[src/rtl/uart_pkg.sv]
// Shared types and helpers for the UART blocks: serialiser states, parity
// mode encodings and the frame parity function.
package uart_pkg;

   typedef enum logic [2:0] {
      IDLE  = 3'd0,
      START = 3'd1,
      DATA  = 3'd2,
      PAR   = 3'd3,
      STOP  = 3'd4
   } tx_state_e;

   localparam int PAR_NONE = 0;
   localparam int PAR_ODD  = 1;
   localparam int PAR_EVEN = 2;

   // Widest payload any UART frame can carry; narrower words are zero-extended
   // before the parity reduction, which leaves the XOR unchanged.
   localparam int MAX_DATA_BITS = 9;

   // Parity bit for a payload: odd makes the total count of ones odd, even makes it even.
   function automatic logic parity_bit(input logic [MAX_DATA_BITS-1:0] data, input int mode);
      logic red;
      red = ^data;
      case (mode)
         PAR_ODD:  parity_bit = ~red;
         PAR_EVEN: parity_bit = red;
         default:  parity_bit = 1'b0;
      endcase
   endfunction

endpackage

[src/rtl/sync_fifo.sv]
// Single-clock FIFO with push/pop/flush and an occupancy count. Pointers carry
// one extra wrap bit so full and empty are told apart by the MSB compare.
module sync_fifo #(
   parameter int WIDTH = 8,
   parameter int DEPTH = 16
) (
   input  logic                     clk_i,
   input  logic                     rst_i,
   input  logic                     push_i,
   input  logic                     pop_i,
   input  logic                     flush_i,
   input  logic [WIDTH-1:0]         wdata_i,
   output logic [WIDTH-1:0]         rdata_o,
   output logic [$clog2(DEPTH):0]   count_o,
   output logic                     full_o,
   output logic                     empty_o
);

   localparam int AW = $clog2(DEPTH);
   localparam logic [AW:0] PTR_ZERO = {(AW+1){1'b0}};
   localparam logic [AW:0] PTR_ONE  = {{AW{1'b0}}, 1'b1};

   logic [WIDTH-1:0] mem_q [DEPTH];
   logic [AW:0]      wr_ptr_q;
   logic [AW:0]      wr_ptr_d;
   logic [AW:0]      rd_ptr_q;
   logic [AW:0]      rd_ptr_d;
   logic             do_push_s;
   logic             do_pop_s;

   assign empty_o = (wr_ptr_q == rd_ptr_q);
   assign full_o  = (wr_ptr_q[AW] != rd_ptr_q[AW]) &&
                    (wr_ptr_q[AW-1:0] == rd_ptr_q[AW-1:0]);
   assign count_o = wr_ptr_q - rd_ptr_q;
   assign rdata_o = mem_q[rd_ptr_q[AW-1:0]];

   // Flush overrides both push and pop so a discarded word can never land.
   assign do_push_s = push_i && !full_o && !flush_i;
   assign do_pop_s  = pop_i && !empty_o && !flush_i;

   // Next pointer values: flush returns both to zero, otherwise advance on accepted ops.
   always_comb begin
      wr_ptr_d = wr_ptr_q;
      rd_ptr_d = rd_ptr_q;
      if (flush_i) begin
         wr_ptr_d = PTR_ZERO;
         rd_ptr_d = PTR_ZERO;
      end else begin
         if (do_push_s) begin
            wr_ptr_d = wr_ptr_q + PTR_ONE;
         end else begin
            wr_ptr_d = wr_ptr_q;
         end
         if (do_pop_s) begin
            rd_ptr_d = rd_ptr_q + PTR_ONE;
         end else begin
            rd_ptr_d = rd_ptr_q;
         end
      end
   end

   // Pointer registers with synchronous reset.
   always_ff @(posedge clk_i) begin
      if (rst_i) begin
         wr_ptr_q <= PTR_ZERO;
         rd_ptr_q <= PTR_ZERO;
      end else begin
         wr_ptr_q <= wr_ptr_d;
         rd_ptr_q <= rd_ptr_d;
      end
   end

   // Storage array; contents need no reset because the pointers gate every read.
   always_ff @(posedge clk_i) begin
      if (do_push_s) begin
         mem_q[wr_ptr_q[AW-1:0]] <= wdata_i;
      end
   end

endmodule

[src/rtl/uart_tx_fifo.sv]
// UART transmitter fed by a write-side FIFO. Words are serialised LSB first at
// clk/CLK_DIV baud with configurable width, parity and stop bits; frames run
// back to back while the FIFO has data.
module uart_tx_fifo
   import uart_pkg::*;
#(
   parameter int CLK_DIV    = 434,
   parameter int DATA_BITS  = 8,
   parameter int FIFO_DEPTH = 16,
   parameter int PARITY     = 0,
   parameter int STOP_BITS  = 1
) (
   input  logic                          clk_i,
   input  logic                          rst_i,
   input  logic                          wr_valid_i,
   output logic                          wr_ready_o,
   input  logic [DATA_BITS-1:0]          wr_data_i,
   input  logic                          flush_i,
   output logic                          tx_o,
   output logic                          busy_o,
   output logic [$clog2(FIFO_DEPTH):0]   fifo_count_o
);

   localparam int CNT_W  = $clog2(FIFO_DEPTH) + 1;
   localparam int BAUD_W = (CLK_DIV > 2) ? $clog2(CLK_DIV) : 1;
   localparam int BIT_W  = 4;

   localparam logic [BAUD_W-1:0] BAUD_ZERO = {BAUD_W{1'b0}};
   localparam logic [BAUD_W-1:0] BAUD_ONE  = {{(BAUD_W-1){1'b0}}, 1'b1};
   localparam logic [BAUD_W-1:0] BAUD_LAST = BAUD_W'(CLK_DIV - 1);
   localparam logic [BIT_W-1:0]  BIT_ZERO  = 4'd0;
   localparam logic [BIT_W-1:0]  BIT_ONE   = 4'd1;
   localparam logic [BIT_W-1:0]  DATA_LAST = BIT_W'(DATA_BITS - 1);
   localparam logic [BIT_W-1:0]  STOP_LAST = BIT_W'(STOP_BITS - 1);
   localparam logic [CNT_W-1:0]  CNT_ZERO  = {CNT_W{1'b0}};

   // Reject illegal configurations at elaboration.
   if (CLK_DIV < 2) begin : g_bad_clk_div
      $error("uart_tx_fifo: CLK_DIV must be >= 2");
   end
   if ((DATA_BITS < 5) || (DATA_BITS > 9)) begin : g_bad_data_bits
      $error("uart_tx_fifo: DATA_BITS must be within 5..9");
   end
   if ((FIFO_DEPTH < 2) || ((FIFO_DEPTH & (FIFO_DEPTH - 1)) != 0)) begin : g_bad_depth
      $error("uart_tx_fifo: FIFO_DEPTH must be a power of 2 and >= 2");
   end
   if ((PARITY != PAR_NONE) && (PARITY != PAR_ODD) && (PARITY != PAR_EVEN)) begin : g_bad_parity
      $error("uart_tx_fifo: PARITY must be 0, 1 or 2");
   end
   if ((STOP_BITS != 1) && (STOP_BITS != 2)) begin : g_bad_stop
      $error("uart_tx_fifo: STOP_BITS must be 1 or 2");
   end

   tx_state_e            state_q;
   tx_state_e            state_d;
   logic [BAUD_W-1:0]    baud_q;
   logic [BAUD_W-1:0]    baud_d;
   logic [BIT_W-1:0]     bit_q;
   logic [BIT_W-1:0]     bit_d;
   logic [DATA_BITS-1:0] shift_q;
   logic [DATA_BITS-1:0] shift_d;
   logic                 par_q;
   logic                 par_d;
   logic                 tx_q;
   logic                 tx_d;

   logic                 push_s;
   logic                 pop_s;
   logic                 baud_wrap_s;
   logic [DATA_BITS-1:0] head_data_s;
   logic [CNT_W-1:0]     fifo_count_s;
   logic                 fifo_full_s;
   logic                 fifo_empty_s;

   // Ready depends only on the registered occupancy: no same-edge pop bypass.
   assign wr_ready_o = !fifo_full_s;
   assign push_s     = wr_valid_i && wr_ready_o;

   sync_fifo #(
      .WIDTH (DATA_BITS),
      .DEPTH (FIFO_DEPTH)
   ) u_fifo (
      .clk_i   (clk_i),
      .rst_i   (rst_i),
      .push_i  (push_s),
      .pop_i   (pop_s),
      .flush_i (flush_i),
      .wdata_i (wr_data_i),
      .rdata_o (head_data_s),
      .count_o (fifo_count_s),
      .full_o  (fifo_full_s),
      .empty_o (fifo_empty_s)
   );

   assign baud_wrap_s = (baud_q == BAUD_LAST);

   // Serialiser state, counters and line register.
   always_ff @(posedge clk_i) begin
      if (rst_i) begin
         state_q <= IDLE;
         baud_q  <= BAUD_ZERO;
         bit_q   <= BIT_ZERO;
         shift_q <= {DATA_BITS{1'b0}};
         par_q   <= 1'b0;
         tx_q    <= 1'b1;
      end else begin
         state_q <= state_d;
         baud_q  <= baud_d;
         bit_q   <= bit_d;
         shift_q <= shift_d;
         par_q   <= par_d;
         tx_q    <= tx_d;
      end
   end

   // Next-state logic: each bit state lasts CLK_DIV cycles, the FIFO head is
   // loaded from IDLE or straight from the last stop bit for gapless frames.
   always_comb begin
      state_d = state_q;
      bit_d   = bit_q;
      shift_d = shift_q;
      par_d   = par_q;
      pop_s   = 1'b0;
      if (baud_wrap_s) begin
         baud_d = BAUD_ZERO;
      end else begin
         baud_d = baud_q + BAUD_ONE;
      end
      case (state_q)
         IDLE: begin
            baud_d = BAUD_ZERO;
            bit_d  = BIT_ZERO;
            if (!fifo_empty_s) begin
               pop_s   = 1'b1;
               shift_d = head_data_s;
               par_d   = parity_bit(MAX_DATA_BITS'(head_data_s), PARITY);
               state_d = START;
            end else begin
               state_d = IDLE;
            end
         end
         START: begin
            if (baud_wrap_s) begin
               state_d = DATA;
               bit_d   = BIT_ZERO;
            end else begin
               state_d = START;
            end
         end
         DATA: begin
            if (baud_wrap_s) begin
               shift_d = shift_q >> 1;
               if (bit_q == DATA_LAST) begin
                  bit_d   = BIT_ZERO;
                  state_d = (PARITY != PAR_NONE) ? PAR : STOP;
               end else begin
                  bit_d   = bit_q + BIT_ONE;
                  state_d = DATA;
               end
            end else begin
               state_d = DATA;
            end
         end
         PAR: begin
            if (baud_wrap_s) begin
               bit_d   = BIT_ZERO;
               state_d = STOP;
            end else begin
               state_d = PAR;
            end
         end
         STOP: begin
            if (baud_wrap_s) begin
               if (bit_q == STOP_LAST) begin
                  bit_d = BIT_ZERO;
                  if (!fifo_empty_s) begin
                     pop_s   = 1'b1;
                     shift_d = head_data_s;
                     par_d   = parity_bit(MAX_DATA_BITS'(head_data_s), PARITY);
                     state_d = START;
                  end else begin
                     state_d = IDLE;
                  end
               end else begin
                  bit_d   = bit_q + BIT_ONE;
                  state_d = STOP;
               end
            end else begin
               state_d = STOP;
            end
         end
         default: begin
            state_d = IDLE;
            baud_d  = BAUD_ZERO;
            bit_d   = BIT_ZERO;
         end
      endcase
   end

   // Line level for the upcoming cycle, taken from the next state so tx is registered.
   always_comb begin
      case (state_d)
         IDLE:    tx_d = 1'b1;
         START:   tx_d = 1'b0;
         DATA:    tx_d = shift_d[0];
         PAR:     tx_d = par_d;
         STOP:    tx_d = 1'b1;
         default: tx_d = 1'b1;
      endcase
   end

   assign tx_o         = tx_q;
   assign fifo_count_o = fifo_count_s;
   assign busy_o       = (state_q != IDLE) || (fifo_count_s != CNT_ZERO);

endmodule

[config.mk]
export PLATFORM = sky130hd
export DESIGN_NAME = uart_tx_fifo
export DESIGN_NICKNAME = d
export VERILOG_FILES = /design/src/rtl/uart_pkg.sv /design/src/rtl/sync_fifo.sv /design/src/rtl/uart_tx_fifo.sv
export SDC_FILE = /design/constraint.sdc
export NUM_CORES = 1
export LEC_CHECK = 0
export ABC_CLOCK_PERIOD_IN_PS = 3670
export CORE_MARGIN = 1.5
export CORE_UTILIZATION = 45
export DETAILED_ROUTE_END_ITERATION = 16
export PLACE_DENSITY = 0.57
export SLEW_MARGIN = 15
export SYNTH_ARGS = -nofsm -noshare
export SYNTH_HDL_FRONTEND = slang
export SYNTH_SLANG_ARGS = --single-unit
[constraint.sdc]
create_clock -name clk_i -period 3.67 [get_ports clk_i]
set_clock_uncertainty 0.15 [all_clocks]
set_input_delay 0.5505 -clock clk_i [delete_from_list [all_inputs] [get_ports clk_i]]
set_output_delay 0.5505 -clock clk_i [all_outputs]
set_load 0.02 [all_outputs]
After elaboration in Yosys (flattened, before gate mapping)

Memory sizes are Yosys's and may differ from the RTL's. A register that Yosys moved wholly into a read port is not among the register bits.
Cells that the tools add are included.

Word-level logic and storage cells: 85
Memories kept: 1
Bits of input ports: 12
Bits in read-only memories: 0
RAM bits: 128
Output and inout port bits: 8
Register bits after elaboration: 36
Latch bits: 0

Memories:

| memory       | depth | bits a word | rd ports | clocked after Yosys merged registers in | write ports | line            | source |
|---|---|---|---|---|---|---|---|
| u_fifo.mem_q | 16    | 8           | 1        | 1                                       | 1           | sync_fifo.sv:23 | `logic [WIDTH-1:0] mem_q [DEPTH];` |

Mux-type cells: 32
Reduce and logical (&&, ||, !) cells: 21
$lt $le $gt $ge: 0
Shift-type cells: 0
Multiply operators: 0
Eq/ne operators: 16
Div/mod/pow operators: 0
Bitwise operators: 1
$add $sub $neg: 5

Operator list:

| kind                                           | number |
|---|---|
| 2-to-1 mux 8 bit                               | 4 |
| 2-to-1 mux 4 bit                               | 7 |
| case mux 8 bit (3 select lines)                | 1 |
| 2-to-1 mux 3 bit                               | 5 |
| case mux 3 bit (5 select lines)                | 1 |
| == test 3 x 2 -> 1 bit (second input constant) | 4 |
| case mux 4 bit (3 select lines)                | 1 |
| adder 5 x 1 -> 5 bit (second input constant)   | 2 |
| adder 9 x 1 -> 9 bit (second input constant)   | 1 |
| == test 9 bit (second input constant)          | 1 |
| 2-to-1 mux 1 bit                               | 9 |
| == test 3 x 1 -> 1 bit (second input constant) | 2 |
| logical AND 1 bit                              | 6 |
| != test 2 bit (second input constant)          | 3 |
| nonzero test 3 bit                             | 2 |
| == test 5 bit                                  | 1 |
| nonzero test 5 bit                             | 1 |
| subtractor 5 bit                               | 1 |
| adder 4 x 1 -> 4 bit (second input constant)   | 1 |
| == test 4 x 3 -> 1 bit (second input constant) | 1 |
| == test 4 bit                                  | 1 |
| logical NOT 4 bit                              | 1 |
| case mux 1 bit (2 select lines)                | 2 |
| AND reduction 4 bit                            | 1 |
| 13 further kinds                               | 16 |

Longest topological paths before layout

Word-level depth: 9
Gate-level depth with buffers: 8
Depth with buffers taken out: 8

Hierarchy

Synthesis repeated with hierarchy kept, for this count alone.

Cells, all modules: 469
Area total of the unflattened synthesis: 7,084.3 um2

By module, submodules not included:

| module       | instances | seq. area each (um2) | cells each | area an instance (um2) |
|---|---|---|---|---|
| sync_fifo    | 1         | 4,124.0              | 308        | 5,688.0 |
| uart_tx_fifo | 1         | 520.5                | 161        | 1,396.3 |

Least setup slack after synthesis

Ideal clock, no wire load.

Path kind: register to output
Start point: register u_fifo.wr_ptr_q[0]
End point: output port busy_o
Arrival: 2,166 ps
Data required time: 2,969 ps
Buffers on the path: 0
Setup slack: 803 ps
Stages on the path, launching flop included: 9
Cell sequence: dfxtp_1 > inv_1 > ha_1 > fa_1 > inv_1 > a21o_1 > a21oi_1 > xnor2_1 > or4_1

Cells in the longest elaborated chain, start to end: 3

Ends and longest elaborated chain:

| element                  | line                | source |
|---|---|---|
| start: declaration       | sync_fifo.sv:24     | `logic [AW:0] wr_ptr_q;` |
| start signal: assignment | sync_fifo.sv:68     | `wr_ptr_q <= wr_ptr_d;` |
| subtractor 5 bit         | sync_fifo.sv:34     | `assign count_o = wr_ptr_q - rd_ptr_q;` |
| net fifo_count_o[4]      | uart_tx_fifo.sv:21  | `output logic [$clog2(FIFO_DEPTH):0] fifo_count_o` |
| nonzero test 5 bit       | uart_tx_fifo.sv:214 | `assign busy_o = (state_q != IDLE) \|\| (fifo_count_s != CNT_ZERO);` |
| logical OR 1 bit         | uart_tx_fifo.sv:214 |  |
| end: declaration         | uart_tx_fifo.sv:20  | `output logic busy_o,` |

The timed path passes the listed nets, and every way through them passes these cells.

Worst setup path in the final report

Start point: register u_fifo.wr_ptr_q[0]
End point: output port busy_o

Cells in the longest elaborated chain, start to end: 3

Ends and longest elaborated chain:

| element            | line |
|---|---|
| subtractor 5 bit   | sync_fifo.sv:34 |
| nonzero test 5 bit | uart_tx_fifo.sv:214 |
| logical OR 1 bit   | uart_tx_fifo.sv:214 |

Every way passes these cells.

==> impl_metrics.env <==
export IMPL_clk_pin_slew_ns=0.06
export IMPL_root_buffer="clkbuf_16"
export IMPL_fin_tns_setup_ns=0
export IMPL_via_per_inst=5.54
export IMPL_cts_buffer_depth=2
export IMPL_fin_util_pct=53.0
export IMPL_gp_congestion=0.770
export IMPL_grt_pass1_vias=3965
export IMPL_syn_nets=477
export IMPL_drtIter0Drc=222
export IMPL_avgRoutedWirePerCell_um=20.7
export IMPL_synthDistinctLibCells=52
export IMPL_hold_violations=0
export IMPL_setup_worst_path_class="reg2out"
export IMPL_whs_path_depth=1
export IMPL_diodes=0
export IMPL_cts_tree="yes"
export IMPL_finalSetupViolations=0
export IMPL_end_kind="output port"
export IMPL_synth_area_leaders="edfxtp_1, dfxtp_1, mux4_2, nor2_1, ha_1"
export IMPL_synth_warnings=0
export IMPL_numCtsBuffers=17
export IMPL_start_util_pct=46.1
export IMPL_postCtsSetupRepairBufs=0
export IMPL_stdcell_count=691
export IMPL_status="finished clean"
export IMPL_min_path_type="reg2reg"
export IMPL_slew_limit_headroom_pct=39.5
export IMPL_fin_nets=516
export IMPL_die_width_um=128
export IMPL_first_pass_iters=4
export IMPL_crit_arrival_ns=2.78
export IMPL_synth_area_um2=6980
export IMPL_async_reset_ff_share_pct=0
export IMPL_synthToLayoutAreaGrowth_pct=15.1
export IMPL_synth_flop_cell="edfxtp_1"
export IMPL_synth_edff_count=128
export IMPL_postSynthCellCount=451
export IMPL_dp_cells=659
export IMPL_grt_max_degree=29
export IMPL_reg2regPathDepth=6
export IMPL_syn_avg_cell_area_um2=15.5
export IMPL_period_needed_ns=3.48
export IMPL_cp_start_kind="flop"
export IMPL_pre_cts_slack_ns=0.388
export IMPL_chipHeight_um=128
export IMPL_hold_end="baud_q[0]"
export IMPL_core_area_um2=15100
export IMPL_clock_latency_ns=0.42
export IMPL_io_pins=20
export IMPL_crit_required_ns=2.97
export IMPL_yosysSeqAreaShare_pct=66.6
export IMPL_holdWs_ns=0.328
export IMPL_drt_wl_total_um=14300
export IMPL_vdd_ir_drop_max_mv=0.329
export IMPL_rsz0062_at_grt="false"
export IMPL_netlist_area_leader_share_pct=55.1
export IMPL_grt_pass1_wl_um=22400
export IMPL_setup_slack_ns=0.187
export IMPL_power_leakage_nw=2.57
export IMPL_htreeDepth=4
export IMPL_r2r_start="u_fifo.wr_ptr_q[2]"
export IMPL_antenna_found_initial=0
export IMPL_reg2reg_to="u_fifo.mem_q[8][3]"
export IMPL_power_density_nw_per_um2=494
export IMPL_crit_fanout=4
export IMPL_grt_usage_pct=19.1
export IMPL_tightestPinTransition_ns=0.898
export IMPL_drive_gt1_share_pct=18.7
export IMPL_placement_rows=45
export IMPL_cts_sinks=168
export IMPL_fmax_mhz=287
export IMPL_drv_cap=0
export IMPL_worstHoldStart="baud_q[0]"
export IMPL_drv_slew=0
export IMPL_synth_top_area_cell="edfxtp_1"
export IMPL_synth_seq_cells=168
export IMPL_io_buffer_count=19
export IMPL_overflow=0
export IMPL_drc=0
export IMPL_die_area_um2=16300
export IMPL_place_hpwl_um=9440
export IMPL_antenna_left=0
export IMPL_r2r_slack_ns=1.07
export IMPL_post_route_period_util_pct=94.9
export IMPL_vias=3831
export IMPL_crit_start="u_fifo.wr_ptr_q[0]"
-- how the worst max path moves through the flow --
| stage | to | cells past startpoint |
|---|---|---|
| 2_1_floorplan | busy_o | 8 |
| 3_3_place_gp | busy_o | 9 |
| 3_5_place_dp | busy_o | 9 |
| 4_1_cts | busy_o | 9 |
| 5_1_grt | busy_o | 9 |
| 6_report | busy_o | 9 |
-- cell usage in the layout (no fill, tap or decap), types with 6 or more instances in the layout --
master	instances
o221ai_1	7
xnor2_1	15
inv_1	16
nor2_1	47
clkdlybuf4s50_1	18
buf_4	18
mux2i_1	6
a22oi_1	12
mux4_2	32
nand2b_1	12
dfxtp_1	38
nand2_1	27
ha_1	13
edfxtp_1	128
o21ai_0	9
clkbuf_16	17
nor3_1	6
-- sequential cells by signal, summed over array words and instances (netlist names), named ones only --
name,count
tx_o,1
u_fifo.rd_ptr_q,5
baud_q,9
shift_q,8
par_q,1
u_fifo.wr_ptr_q,5
u_fifo.mem_q,128
state_q,3
bit_q,4
-- power by group --
part / switching, W / internal [W]
Combinational: 0.000101 / 0.0000750
Clock: 0.000763 / 0.000950
Sequential: 0.0000180 / 0.00206
Total: 0.000882 / 0.00309
-- layout make-up --
cell class / count / area [µm²]
Clock buffer: 17 / 425
Clock inverter: 15 / 140
Fill cell: 1246 / 7120
Inverter: 16 / 60.1
Multi-Input combinational cell: 250 / 2200
Sequential cell: 168 / 4650
Tap cell: 188 / 235
Timing Repair Buffer: 37 / 324
-- worst max-delay path, cell delays in order (launching register included) --
cell	delay, ns
dfxtp_1	0.38
inv_1	0.12
ha_1	0.23
fa_1	0.42
inv_1	0.07
a21o_1	0.11
a21oi_1	0.07
xnor2_1	0.14
or4_1	0.51
dlygate4sd2_1	0.33
-- synthesized netlist by cell type (3+ instances only) --
cell / count
a21oi_1: 5
a22oi_1: 12
buf_1: 3
buf_2: 7
clkbuf_1: 6
dfxtp_1: 40
edfxtp_1: 128
ha_1: 13
inv_1: 16
mux2i_1: 6
mux4_2: 32
nand2_1: 27
nand2b_1: 12
nand3_1: 5
nand3b_1: 3
nand4_1: 4
nor2_1: 47
nor2b_1: 5
nor3_1: 6
o211ai_1: 3
o21ai_0: 9
o221ai_1: 7
or2_2: 3
xnor2_1: 15
xor2_1: 5
-- through the flow --
| stage | area (µm²) | power [W] |
|---|---|---|
| after CTS | 8030 | 0.00401 |
| after detailed placement | 7460 | 0.00230 |
| after global placement | 7460 | 0.00229 |
| after global routing | 8030 | 0.00410 |
| after floorplan | 6980 | 0.00222 |
| final | 8030 | 0.00397 |
-- per-layer routing --
layer	vias up	global-route usage (%)	share of wire, %
met5	-	0	0
met2	77	33.1	51
met4	0	8.29	2.8
met1	1926	22.7	42
li1	1805	-	-
met3	23	4.73	3.8
-- logic make-up after synthesis --
kind of cell | after synthesis | synth area share [%]
flops | 168 | 66.6
simple gates | 128 | 9.56
compound gates | 49 | 5.45
mux | 39 | 11.4
buf+inv | 33 | 1.95
xor+xnor | 20 | 2.51
fa+ha+maj | 14 | 2.62
-- timing repair --
action                     4_1_cts  5_1_grt
gates resized for setup          1        0
setup endpoints to repair        1        0
hold buffers                     0        0
Note: power is estimated with default switching activity, not from simulation.
